$ cat src/rtl/pop_referee_if.sv
// Bundle of the upstream/downstream FIFO signals that the pop referee arbitrates.
// The master side is the referee; the slave side is the FIFO fabric around it.
interface pop_referee_if #(
    parameter int LINE_SIZE = 12,
    parameter int NUM_SRC   = 4
);
    logic [NUM_SRC*LINE_SIZE-1:0] src_data;
    logic [NUM_SRC-1:0]           src_empty;
    logic [NUM_SRC-1:0]           src_pop;
    logic                         dst_almost_full;
    logic                         dst_push;
    logic [LINE_SIZE-1:0]         dst_data;

    modport master (
        input  src_data,
        input  src_empty,
        input  dst_almost_full,
        output src_pop,
        output dst_push,
        output dst_data
    );

    modport slave (
        output src_data,
        output src_empty,
        output dst_almost_full,
        input  src_pop,
        input  dst_push,
        input  dst_data
    );
endinterface

$ cat src/rtl/pop_referee.sv
// Round-robin referee that pops lines from four upstream FIFOs and pushes them
// into one downstream FIFO. A pop in one cycle becomes a push in the next; the
// data is taken from the granted source's output line during the push cycle.
module pop_referee #(
    parameter int LINE_SIZE = 12,
    parameter int NUM_SRC   = 4
) (
    input  logic                clk,
    input  logic                reset,
    input  logic                init,
    pop_referee_if.master       fifo,
    output logic [3:0]          state,
    output logic [1:0]          grant,
    output logic [7:0]          push_count
);

    typedef enum logic [3:0] {
        ST_RESET  = 4'b0001,
        ST_INIT   = 4'b0010,
        ST_IDLE   = 4'b0100,
        ST_ACTIVE = 4'b1000
    } state_t;

    state_t               state_q, state_d;
    logic [NUM_SRC-1:0]   last_pop_q;   // sources popped last cycle (their empty flag is stale)
    logic                 pend_q;       // a pop was issued last cycle, push it now
    logic [1:0]           pend_idx_q;   // source whose line is pushed this cycle
    logic [1:0]           grant_q;
    logic [7:0]           count_q;
    logic [LINE_SIZE-1:0] hold_q;       // last pushed line, shown while idle

    logic [NUM_SRC-1:0]   eligible;
    logic [NUM_SRC-1:0]   pop_mask;
    logic                 pop_valid;
    logic [1:0]           pop_idx;
    logic [1:0]           cand;
    logic [LINE_SIZE-1:0] sel_data;

    // Round-robin search: first eligible source at or after grant+1, with wrap.
    always_comb begin
        // NOTE: every combinational output gets a default first so no path leaves it unassigned (no latch).
        pop_valid = 1'b0;
        pop_idx   = grant_q;
        cand      = grant_q;
        eligible  = '0;
        if (state_q == ST_ACTIVE && !fifo.dst_almost_full) begin
            eligible = ~fifo.src_empty & ~last_pop_q;
        end
        for (int k = 0; k < NUM_SRC; k++) begin
            cand = grant_q + 2'(k) + 2'd1;
            if (!pop_valid && eligible[cand]) begin
                pop_valid = 1'b1;
                pop_idx   = cand;
            end
        end
        pop_mask = pop_valid ? (NUM_SRC'(1) << pop_idx) : '0;
    end

    // Next-state logic for the FIFO control state machine.
    always_comb begin
        state_d = state_q;
        unique case (state_q)
            ST_RESET:  state_d = ST_INIT;
            ST_INIT:   if (!init) state_d = ST_IDLE;
            ST_IDLE: begin
                if (init)                 state_d = ST_INIT;
                else if (!(&fifo.src_empty)) state_d = ST_ACTIVE;
            end
            ST_ACTIVE: begin
                if (init)                                  state_d = ST_INIT;
                else if ((&fifo.src_empty) && !pop_valid)  state_d = ST_IDLE;
            end
            default:   state_d = ST_RESET;
        endcase
    end

    // Downstream line: live slice of the registered source during a push, held otherwise.
    always_comb begin
        sel_data = fifo.src_data[int'(pend_idx_q)*LINE_SIZE +: LINE_SIZE];
    end

    // State, arbitration and push bookkeeping registers.
    always_ff @(posedge clk or posedge reset) begin
        if (reset) begin
            state_q    <= ST_RESET;
            last_pop_q <= '0;
            pend_q     <= 1'b0;
            pend_idx_q <= 2'd0;
            grant_q    <= 2'd3;
            count_q    <= 8'd0;
            hold_q     <= '0;
        end else begin
            // NOTE: sequential state uses non-blocking assignments so every register samples pre-edge values.
            state_q    <= state_d;
            last_pop_q <= pop_mask;
            pend_q     <= pop_valid;
            if (pop_valid) begin
                pend_idx_q <= pop_idx;
                grant_q    <= pop_idx;
            end
            if (pend_q) begin
                hold_q  <= sel_data;
                count_q <= count_q + 8'd1;
            end
        end
    end

    assign fifo.src_pop  = pop_mask;
    assign fifo.dst_push = pend_q;
    assign fifo.dst_data = pend_q ? sel_data : hold_q;
    assign state         = state_q;
    assign grant         = grant_q;
    assign push_count    = count_q;

endmodule

$ cat src/flat_wrapper.sv
// flat-port wrapper written by rule: the top's interface ports become plain ports
module pop_referee_flat 
#(
    parameter int LINE_SIZE = 12,
    parameter int NUM_SRC   = 4
)
  (clk, reset, init, state, grant, push_count, fifo_src_data, fifo_src_empty, fifo_dst_almost_full, fifo_src_pop, fifo_dst_push, fifo_dst_data);
  pop_referee_if #(.LINE_SIZE(LINE_SIZE), .NUM_SRC(NUM_SRC)) fifo_i ();
  input  logic clk;
  input  logic reset;
  input  logic init;
  output logic [3:0] state;
  output logic [1:0] grant;
  output logic [7:0] push_count;
  input wire logic [$bits(fifo_i.src_data)-1:0] fifo_src_data;
  input wire logic [$bits(fifo_i.src_empty)-1:0] fifo_src_empty;
  input wire logic [$bits(fifo_i.dst_almost_full)-1:0] fifo_dst_almost_full;
  output wire logic [$bits(fifo_i.src_pop)-1:0] fifo_src_pop;
  output wire logic [$bits(fifo_i.dst_push)-1:0] fifo_dst_push;
  output wire logic [$bits(fifo_i.dst_data)-1:0] fifo_dst_data;
  assign fifo_i.src_data = fifo_src_data;
  assign fifo_i.src_empty = fifo_src_empty;
  assign fifo_i.dst_almost_full = fifo_dst_almost_full;
  assign fifo_src_pop = fifo_i.src_pop;
  assign fifo_dst_push = fifo_i.dst_push;
  assign fifo_dst_data = fifo_i.dst_data;
  pop_referee #(.LINE_SIZE(LINE_SIZE), .NUM_SRC(NUM_SRC)) u_core (.clk(clk), .reset(reset), .init(init), .fifo(fifo_i), .state(state), .grant(grant), .push_count(push_count));
endmodule
$ cat config.mk
export PLATFORM = sky130hd
export DESIGN_NAME = pop_referee_flat
export DESIGN_NICKNAME = d
export VERILOG_FILES = /design/src/rtl/pop_referee_if.sv /design/src/rtl/pop_referee.sv /design/src/flat_wrapper.sv
export SDC_FILE = /design/constraint.sdc
export NUM_CORES = 1
export LEC_CHECK = 0
export CORE_ASPECT_RATIO = 2
export CORE_MARGIN = 5
export CORE_UTILIZATION = 41
export CTS_CLUSTER_DIAMETER = 30
export DETAILED_ROUTE_END_ITERATION = 7
export PLACE_DENSITY = 0.8
export SLEW_MARGIN = 20
export SYNTH_ARGS = -nofsm -noshare
export SYNTH_HDL_FRONTEND = slang
export SYNTH_SLANG_ARGS = --single-unit
$ cat constraint.sdc
create_clock -name clk -period 2.4 [get_ports clk]
set_input_delay 0.24 -clock clk [delete_from_list [all_inputs] [get_ports clk]]
set_output_delay 0.24 -clock clk [all_outputs]
set_load 0.02 [all_outputs]
# [After elaboration in Yosys (flattened, before gate mapping)]
# Cells that the tools add are included.
[word_totals] ff_bits=33 inputBits=56 out_inout_bits=31 elab_cells=68
[op_classes] add_sub_neg=7 mul=1 magnitude_cmp=4 n_eq_ne=7 n_shift=2 muxes=25 bitwise_logic=3 reduce_logical=12
[ops] op="48-bit by 32-bit indexed part select with 12-bit output" count=1
[ops] op="4-bit 2-to-1 mux" count=7
[ops] op="4-bit case mux with 4 select lines" count=1
[ops] op="2-bit by 3-bit < comparator with 1-bit output, second input constant" count=4
[ops] op="12-bit 2-to-1 mux" count=1
[ops] op="2-bit by 1-bit adder with 2-bit output, second input constant" count=4
[ops] op="8-bit by 1-bit adder with 8-bit output, second input constant" count=1
[ops] op="1-bit binary-select mux with 2-bit select" count=4
[ops] op="1-bit 2-to-1 mux" count=8
[ops] op="2-bit 2-to-1 mux" count=4
[ops] op="4-bit inverter" count=2
[ops] op="3-bit inequality test, second input constant" count=2
[ops] op="1-bit logical AND" count=5
[ops] op="1-bit zero test" count=5
[ops] op="2-bit adder, second input constant" count=2
[ops] op="4-bit bitwise AND" count=1
[ops] op="4-bit by 1-bit equality test with 1-bit output, second input constant" count=1
[ops] op="4-bit by 2-bit equality test with 1-bit output, second input constant" count=1
[ops] op="4-bit by 3-bit equality test with 1-bit output, second input constant" count=1
[ops] op="4-bit equality test, second input constant" count=1
[ops] op="2-bit by 2-bit multiplier with 4-bit output, second input constant" count=1
[ops] op="4-bit AND reduction" count=1
[ops] op="1-bit by 2-bit << shifter with 4-bit output, first input constant" count=1
[ops] op="3-bit AND reduction" count=1
[ops] op="2-bit inequality test, second input constant" count=1

# [Logic depth before layout (Yosys ltp)]
# Gate-level depths: netlist of run 1.
[logic_depth] depth_word=20 depth_mapped=5 depth_no_buf=4

# [Least setup slack after synthesis of run 1]
# No wires, ideal clock.
[synth_path] kind="reg-to-output" startpoint="register u_core.state_q[1] (netlist: u_core.state[1])" endpoint="output port fifo_src_pop[2]" arrival_ns=1.978 slack_ns=0.182 path_stages_with_launch=5 path_cell_list="dfrtp_1 or4b_4 nor2_1 o21ai_0 a211oi_1"
[synth_via] elab_chain_len=17 word_cells_on_any_way=27 classes_between="eq/ne: 1; shift: 1; mux: 18; reduce/logical: 7"
[synth_lines] element="from (decl)" line_no="pop_referee.sv:24" source="state_t state_q, state_d;"
[synth_lines] element="from (signal assigned)" line_no="pop_referee.sv:94" source="state_q <= state_d;"
[synth_lines] element="4-bit equality test *" line_no="pop_referee.sv:46" source="if (state_q == ST_ACTIVE && !fifo.dst_almost_full) begin"
[synth_lines] element="1-bit logical AND *" line_no="pop_referee.sv:46"
[synth_lines] element="4-bit 2-to-1 mux *" line_no="pop_referee.sv:46"
[synth_lines] element="1-bit binary-select mux with 2-bit select" line_no="pop_referee.sv:51" source="if (!pop_valid && eligible[cand]) begin"
[synth_lines] element="1-bit 2-to-1 mux (not written as such)" line_no="pop_referee.sv:51"
[synth_lines] element="1-bit 2-to-1 mux" line_no="pop_referee.sv:51"
[synth_lines] element="1-bit zero test" line_no="pop_referee.sv:51"
[synth_lines] element="1-bit logical AND" line_no="pop_referee.sv:51"
[synth_lines] element="1-bit 2-to-1 mux" line_no="pop_referee.sv:51"
[synth_lines] element="1-bit zero test" line_no="pop_referee.sv:51"
[synth_lines] element="1-bit logical AND" line_no="pop_referee.sv:51"
[synth_lines] element="1-bit 2-to-1 mux" line_no="pop_referee.sv:51"
[synth_lines] element="1-bit zero test" line_no="pop_referee.sv:51"
[synth_lines] element="1-bit logical AND" line_no="pop_referee.sv:51"
[synth_lines] element="2-bit 2-to-1 mux" line_no="pop_referee.sv:51"
[synth_lines] element="1-bit by 2-bit << shifter with 4-bit output" line_no="pop_referee.sv:56" source="pop_mask = pop_valid ? (NUM_SRC'(1) << pop_idx) : '0;"
[synth_lines] element="4-bit 2-to-1 mux *" line_no="pop_referee.sv:56"
[synth_lines] element="to (decl)" line_no="flat_wrapper.sv:18" source="output wire logic [$bits(fifo_i.src_pop)-1:0] fifo_src_pop;"
# Mark *: on every way between the ends. The rest lies on a longest branch, timed or not. The select of a mux whose other input is x is not followed.

# [Final worst setup path of run 1]
[layout_path] startpoint="register u_core.state_q[2] (netlist: u_core.state[2])" endpoint="output port fifo_src_pop[0]"
# Same word-level chain as after synthesis.

==> results.toml, run 1 <==
[placement]
io_buffers = 86
place.gp.congestion = 0.927
hpwl_mm = 5.04
place_inst = 319

[sta]
max_freq_mhz = 430
fin_crit_sh_pct = 97.0
maxSlewHeadroom_pct = 72.2
finalHoldViolations = 0
maxSlewViolCount = 0
final-setup-viol-count = 0
rsz0062_at_grt = "yes"
fin_crit_ns = 2.33
tightest_slew_ns = 0.418
finClkSkew_ns = 0.00534

[power]
power.total_mw = 2.25
power_density_mw_per_mm2 = 718
ir_worst_vdd_uv = 684
leakage_nw = 1.40

[global_routing]
first_global_vias = 1993
grt_pass1_wl_mm = 9.91
antenna_found_initial = 0
track_usage_pct = 21.3
overflow = 0
grt_max_degree = 34

[run_status]
status = "finished, final reports clean"

[worst_setup_path]
critPathMaxStageDelay_ns = 0.58
endpoint_kind = "primary output"
critPathMaxFanout = 5
worstRegToRegCells = 6
critPathBufInv = 1
cpLargestDelayFamily = "simple AND/OR/NAND/NOR gates"
reg2reg_setup_slack_ns = 0.46
required_ns = 2.16
crit_chain = "or4b_4, nor2_1, o21ai_1, a221oi_2, buf_4"
regToRegStartpoint = "u_core.last_pop_q[1]"
cp_slowest_cell = "or4b_4"
crit_arrival_ns = 2.09
critPathKind = "register to primary output"
r2r_end = "u_core.pend_idx_q[1]"
cp-start-kind = "register"

[route]
wl_mm = 6.18
dr.pass1.iters = 4
drtAntennaViolNets = 0
wl_per_cell_um = 18.8
vias = 1813
drt_iter0_drc = 52
viasPerCell = 5.53
route.detailed.drc = 0

[die]
die-area_sq_mm = 0.00604
die_x_um = 57.5
die_h_um = 105
rows = 34
start_util_pct = 42.3
fp.coreArea_sq_mm = 0.00438
io_pins = 87

[synth]
synthTopCellsByArea = "dfrtp_1 41%, mux4_2 15%, mux2_2 7.9%"
ys_types = 41
yosys.area.top_type = "dfrtp_1"
syn_nets = 210
postSynthAreaPerCell_sq_um = 12.1
synth-seq-area-share_pct = 44.8
syn-cell-area_sq_mm = 0.00185
synth_top_area_share_pct = 40.5
syn_inst = 153
yosysWarnings = 0
ys_ff_latch = 33

[clocking]
clkTransAtPathRegs_ns = 0.07
clock_latency_ns = 0.28
cts_max_level = 2
cts_tree = "yes"
cts_buffer_depth = 2
cts_hold_buf = 0
clockRootBuffer = "clkbuf_8"
cts_sinks = 33
cts_made_buffers = 5

[cells_and_area]
layout-drive-gt1-share_pct = 31.4
antenna_cells = 0
nets = 330
fin_cells = 328
area_growth_pct = 69.5

[job]
cap_violations = 0

[hold_path]
min_path_type = "input pin to async pin"
metrics by stage:
stage	instance area (sq um)	hold WS, ns	utilization, %	worst slack [ns]	setup TNS [ns]
floorplan	1850	0.310	-	0.182	0
global route	3140	0.416	71.6	-0.0558	-0.0909
detailed placement	3010	0.455	68.7	-0.413	-1.37
CTS	3120	0.362	71.2	-0.0226	-0.0226
global placement	3010	0.456	68.7	-0.386	-1.35
finish	3140	0.344	71.6	0.0720	0
worst min-delay path, delay by kind of cell:
kind     cells  cell delay, ns
buf+inv      3            0.80
cell usage after synthesis (all sizes together):
cell type,instances
nor3b,3
dfrtp,30
nor2,13
xnor2,4
clkbuf,4
a21boi,1
nand2,8
o21ai,9
mux2,14
or4b,1
nor4,2
o31ai,1
buf,3
o32a,1
o22a,1
or2,1
o22ai,3
nor4b,2
inv,4
a21oi,5
nor3,3
ha,1
a2111o,1
nand2b,1
mux4,12
or3,1
nand4,5
dfstp,3
xor2,4
a211oi,3
a21o,2
a41oi,1
and3,1
a31oi,1
a221oi,1
o21bai,1
o41a,1
o211ai,1
cell type report:
type / instances / area, sq um
tap: 54 / 67.6
clock inverter: 1 / 30.0
multi-input combinational: 109 / 1010
inverter: 4 / 15.0
timing repair buffer: 120 / 1100
clock buffer: 7 / 86.3
sequential: 33 / 831
fill: 330 / 1240
cell usage in the layout, fill, tap and decap left out, types with 2 or more instances in the layout:
| master | n |
|---|---|
| dfstp_2 | 3 |
| mux4_2 | 12 |
| a211oi_1 | 2 |
| nor3b_1 | 3 |
| inv_1 | 4 |
| dlygate4sd2_1 | 12 |
| mux2_2 | 13 |
| a21oi_1 | 4 |
| o22ai_1 | 2 |
| buf_2 | 2 |
| nor3_1 | 2 |
| xor2_1 | 4 |
| clkdlybuf4s50_1 | 70 |
| dfrtp_1 | 29 |
| nor2_1 | 12 |
| nand4_1 | 5 |
| nand2_1 | 7 |
| buf_4 | 35 |
| xnor2_1 | 4 |
| clkbuf_8 | 6 |
| a21o_1 | 2 |
| o21ai_0 | 8 |
metal layers:
| metal | up-vias | share of wire [%] | track usage (%) | wire length (um) |
|---|---|---|---|---|
| met5 | - | 0 | 0 | 0 |
| met4 | 0 | 5.2 | 13.3 | 321 |
| met3 | 25 | 7.4 | 5.31 | 457 |
| met2 | 83 | 57 | 40.0 | 3510 |
| met1 | 879 | 31 | 19.1 | 1900 |
| li1 | 826 | - | - | - |
flip-flops by register name (all words and copies together), names as in the netlist:
register,count
u_core.pend_idx_q,2
u_core.state,4
u_core.last_pop_q,4
u_core.grant,2
u_core.push_count,8
u_core.hold_q,12
u_core.fifo.dst_push,1
how the worst max path moves through the flow:
| stage | depth (start not counted) | end | startpoint | slack [ns] |
|---|---|---|---|---|
| after floorplan | 4 | fifo_src_pop[2] | u_core.state[1] | 0.18 |
| after global placement | 6 | fifo_src_pop[0] | fifo_dst_almost_full | -0.39 |
| after detailed placement | 6 | fifo_src_pop[0] | fifo_dst_almost_full | -0.41 |
| after CTS | 5 | fifo_src_pop[0] | u_core.state[2] | -0.02 |
| after global routing | 5 | fifo_src_pop[0] | u_core.state[2] | -0.06 |
| final | 5 | fifo_src_pop[0] | u_core.state[2] | 0.07 |
logic make-up after synthesis:
group	after synthesis	share of synthesized area (%)
DFF	33	44.8
adders and majority gates	1	0.676
buffers and inverters	11	2.43
muxes	26	23.3
and+or+nand+nor	41	12.5
xor gates and xnor gates	8	3.78
AOI/OAI and AO/OA	33	12.5
power breakdown:
group / internal [mW] / total (mW) / leakage [nW] / switching, mW
logic: 0.536 / 0.963 / 0.897 / 0.427
registers: 0.668 / 0.754 / 0.440 / 0.0865
clock network: 0.338 / 0.537 / 0.0585 / 0.199
total: 1.54 / 2.25 / 1.40 / 0.712
repair_timing:
item | 4_1_cts | 5_1_grt
setup endpoints to repair | 16 | 3
buffers inserted | 1 | 0
hold endpoints to repair | 0 | 0
pin swaps | 1 | 3
gates resized for setup | 36 | 5
(Power assumes the default switching activity.)
==> run 2, diff against run 1 <==
Clock period 2.4 ns to 2.55 ns, I/O delays scaled along.
==> run 2 against run 1 <==
Sequential power is 3% lower. Combinational power down 6.3%. Routed wire length shrank 4.1%. Clock skew fell by 0.0013 ns. Largest power group unchanged. Non-clock buffer count is 7 lower. Hold slack improved by 0.023 ns. Critical endpoint is now fifo_src_pop[2]. Die area is the same. Power shrank 8.4%.
==> results.toml, run 2 (synthesized netlist as in run 1, its figures left out) <==
[run_status]
status = "finished, final reports clean"

[worst_setup_path]
worstRegToRegCells = 6
critPathKind = "register to primary output"
endpoint_kind = "primary output"
cp-start-kind = "register"
critPathMaxFanout = 5
crit_arrival_ns = 2.25
required_ns = 2.30

[global_routing]
grt_pass1_wl_mm = 9.45
grt_max_degree = 34
track_usage_pct = 20.3
overflow = 0
antenna_found_initial = 0
first_global_vias = 1926

[die]
rows = 34
die_h_um = 105
fp.coreArea_sq_mm = 0.00438
start_util_pct = 42.3
die-area_sq_mm = 0.00604
die_x_um = 57.5
io_pins = 87

[placement]
place.gp.congestion = 0.936
hpwl_mm = 4.93
dpl_worst_slack_ns = -0.293
io_buffers = 86

[cells_and_area]
most-common-layout-cells = "82 x clkdlybuf4s50_1, 29 x dfrtp_1, 26 x buf_4"
antenna_cells = 0
layout-drive-gt1-share_pct = 29.6
final_common_cell = "clkdlybuf4s50_1"
largest-register = "u_core.hold_q"
nets = 323
final_core_util_pct = 70.3
area_growth_pct = 66.4
nFillCells = 353
largest_register_ffs = 12

[sta]
max_freq_mhz = 398
finClkSkew_ns = 0.00405
tightest_slew_ns = 0.417
maxSlewViolCount = 0
rsz0062_at_grt = "yes"
fin_hold_ws_ns = 0.367
finalHoldViolations = 0
final-setup-viol-count = 0
fin_crit_sh_pct = 98.4
maxSlewHeadroom_pct = 72.2
fin_tns_setup_ns = 0
finalWorstSetupSlack_ns = 0.0401
fin_crit_ns = 2.51

[power]
power_density_mw_per_mm2 = 670
ir_worst_vdd_uv = 643
leakage_nw = 1.30

[clocking]
clock_latency_ns = 0.27
cts_sinks = 33
cts_max_level = 2
cts_hold_buf = 0
cts_buffer_depth = 2
cts_tree = "yes"
cts_made_buffers = 5
clockRootBuffer = "clkbuf_8"
clkTransAtPathRegs_ns = 0.07

[hold_path]
min_path_type = "input pin to async pin"

[route]
drt_iter0_drc = 37
vias = 1748
route.detailed.drc = 0
wl_mm = 5.93
viasPerCell = 5.45
dr.pass1.iters = 4
wl_per_cell_um = 18.5
drtAntennaViolNets = 0

[job]
cap_violations = 0
==> run 2: cell count changes in the layout (fill, tap and decap cells not counted), sizes merged <==
cell,before,now
bufinv,1,0
clkbuf,7,9
clkdlybuf4s50,70,82
buf,38,28
dlygate4sd2,12,0
clkdlybuf4s15,0,1
clkinv,0,1
==> run 2: final timing paths <==
check	from	to	slack, ns
setup / recovery	u_core.state[1]	fifo_src_pop[2]	0.04
hold / removal	reset	u_core.hold_q[5]	0.37
setup reg to reg	u_core.state[1]	u_core.pend_idx_q[1]	0.59
hold reg to reg	u_core.push_count[7]	u_core.push_count[7]	0.48
max in group asynchronous	reset	u_core.state[0]	1.85
min in group clk	u_core.push_count[7]	u_core.push_count[7]	0.48
==> run 2: timing repair <==
item	4_1_cts	5_1_grt
setup buffers	1	2
gates cloned	0	0
gates resized for setup	11	11
pin swaps	1	0
endpoints found under the hold margin	0	0
endpoints found under the setup margin	4	13
==> run 2: cell type report <==
type	instances	area (sq um)	area share, %
clock inverter	1	5.00	0.162
tap	54	67.6	2.19
sequential	33	831	27.0
multi-input combinational	109	1000	32.6
clock buffer	7	96.3	3.13
inverter	4	15.0	0.487
timing repair buffer	113	1060	34.5
==> run 2: power by group <==
group	internal (mW)	switching, mW
Combinational	0.527	0.376
Sequential	0.629	0.106
Clock	0.244	0.183
Total	1.40	0.664
==> run 2: stage by stage <==
stage	power, mW	cell area [sq um]	std cells
finish	2.06	3080	321
global route	2.19	3080	321
CTS	2.07	3060	319
detailed placement	1.63	2940	310
global placement	1.61	2940	310
floorplan	1.19	1850	153
==> run 2: critical path, cell delays in order, from the launching register on <==
cell,delay (ns)
dfrtp_1,0.43
or4b_4,0.60
o41a_1,0.39
o22ai_1,0.21
a211oi_2,0.08
clkdlybuf4s15_2,0.27
==> run 2: metal layers <==
metal	global-route usage, %	share of wire [%]
met4	10.6	3.8
met3	5.19	6.6
met5	0	0
met1	19.7	32
met2	37.4	57
==> run 3, diff against run 2 <==
Settings changed: RECOVER_POWER from default to 25.
==> run 3 against run 2 <==
The run now ends with max-capacitance violations, max-slew violations left. Sequential share of layout area about the same. Sequential power about the same. Power barely moved. Utilization shrank 0.086 points. Worst setup slack about the same. Cell count did not move. Critical path depth stayed put. Global-route usage stayed put. Maximum frequency unchanged. Critical path type unchanged. Largest cell class unchanged. Highest routed layer unchanged.
==> results.toml, run 3 (synthesized netlist as in run 1, its figures left out) <==
[sta]
finalWorstSetupSlack_ns = 0.0401
final-setup-viol-count = 0
fin_hold_ws_ns = 0.480
maxSlewHeadroom_pct = -16.6
maxSlewViolCount = 34
max_freq_mhz = 398
fin_crit_ns = 2.51
fin_tns_setup_ns = 0
tightest_slew_ns = 1.75
rsz0062_at_grt = "yes"
finClkSkew_ns = 0.00378
fin_crit_sh_pct = 98.4
finalHoldViolations = 0

[global_routing]
grt_pass1_wl_mm = 9.45
use_met3_pct = 5.19
gr-usage-met1_pct = 19.7
track_usage_pct = 20.3
first_global_vias = 1926
overflow = 0
gr-max-usage-layer = "met2"
met2_usage_pct = 37.4
grt_max_degree = 34
antenna_found_initial = 0

[clocking]
cts_sinks = 33
cts_tree = "yes"
cts_max_level = 2
cts_made_buffers = 5
clockRootBuffer = "clkbuf_8"
clkTransAtPathRegs_ns = 0.07
cts_buffer_depth = 2
clock_latency_ns = 0.27

[worst_setup_path]
critPathKind = "register to primary output"
critPathMaxFanout = 5
critPathMaxStageDelay_ns = 0.60
endpoint_kind = "primary output"
crit_chain = "or4b_4, o41a_1, o22ai_1, a211oi_2, clkdlybuf4s15_2"
crit_arrival_ns = 2.25
required_ns = 2.30
cp_slowest_cell = "or4b_4"
cp-start-kind = "register"

[cells_and_area]
antenna_cells = 0
largest_register_ffs = 12
nFillCells = 353
most-common-layout-cells = "82 x clkdlybuf4s50_1, 29 x dfrtp_1, 25 x buf_4"
fin_cells = 321
layout-drive-gt1-share_pct = 29.2
area_growth_pct = 66.1
largest-register = "u_core.hold_q"
final_area_sq_mm = 0.00308
multi_input_area_sq_mm = 0.00100
seqCellArea_sq_um = 831
nets = 323
final_common_cell = "clkdlybuf4s50_1"

[power]
leakage_nw = 1.29
ir_worst_vdd_uv = 643
power_density_mw_per_mm2 = 671

[placement]
place.gp.congestion = 0.936
dpl_worst_slack_ns = -0.293
hpwl_mm = 4.93
io_buffers = 86
place_area_sq_mm = 0.00294
place_inst = 310

[die]
die-area_sq_mm = 0.00604
fp.coreArea_sq_mm = 0.00438
die_h_um = 105
die_x_um = 57.5
start_util_pct = 42.3
io_pins = 87
rows = 34

[route]
viasPerCell = 5.45
drt_iter0_drc = 37
drtAntennaViolNets = 0
dr.pass1.iters = 4
vias = 1748
wl_per_cell_um = 18.5
route.detailed.drc = 0
wl_mm = 5.93

[run_status]
failed_checks = "max-capacitance violations, max-slew violations"
status = "finished with violations"

[hold_path]
min_path_type = "register to register"

[job]
cap_violations = 1
==> run 3: cell types whose count changed in the layout (fill, tap and decap cells not counted) <==
cell,change
buf_4,-1
clkbuf_1,+1
==> run 3: worst max-delay path, delay by kind of cell, from the launching register on <==
kind | cells | cell delay (ns)
flops | 1 | 0.43
simple gates | 1 | 0.60
compound gates | 3 | 0.68
buf+inv | 1 | 0.27
==> run 3: final timing paths <==
kind                                      start  slack [ns]  depth (start not counted)                    to
setup / recovery                u_core.state[1]        0.04                          5       fifo_src_pop[2]
hold / removal             u_core.push_count[7]        0.48                          1  u_core.push_count[7]
setup reg to reg                u_core.state[1]        0.59                          6  u_core.pend_idx_q[1]
hold reg to reg            u_core.push_count[7]        0.48                          1  u_core.push_count[7]
max in group asynchronous                 reset        0.51                          3  u_core.pend_idx_q[1]
min in group asynchronous                 reset        0.90                          3      u_core.hold_q[5]
==> run 3: per-stage QoR <==
stage / util [%] / power, mW
finish: 70.2 / 2.06
global route: 70.2 / 2.19
CTS: 69.8 / 2.07
detailed placement: 67.2 / 1.63
global placement: 67.2 / 1.61
floorplan: - / 1.19
==> run 3: final cells by class <==
class                   count  area share, %
flip-flops and latches     33           27.0
well taps                  54           2.20
clock buffers               7           3.13
inverters                   4          0.488
clock inverters             1          0.163
repair buffers            113           34.4
multi-input cells         109           32.6
==> run 3: what timing repair did <==
item	4_1_cts	5_1_grt
gates cloned	0	0
setup buffers	1	2
endpoints found under the setup margin	4	13
pin swaps	1	0
hold buffers	0	0
gates resized for setup	11	11
==> run 3: report_power, final <==
part | switching, mW | leakage, nW | internal [mW]
Clock | 0.184 | 0.0542 | 0.244
Sequential | 0.106 | 0.440 | 0.629
Combinational | 0.376 | 0.799 | 0.526
==> run 3: per-layer routing <==
| layer | share of wire (%) | vias up | wire (um) |
|---|---|---|---|
| met2 | 57 | 74 | 3390 |
| met3 | 6.6 | 17 | 391 |
| met4 | 3.8 | 0 | 223 |
| met5 | 0 | - | 0 |
| met1 | 32 | 847 | 1920 |
| li1 | - | 810 | - |
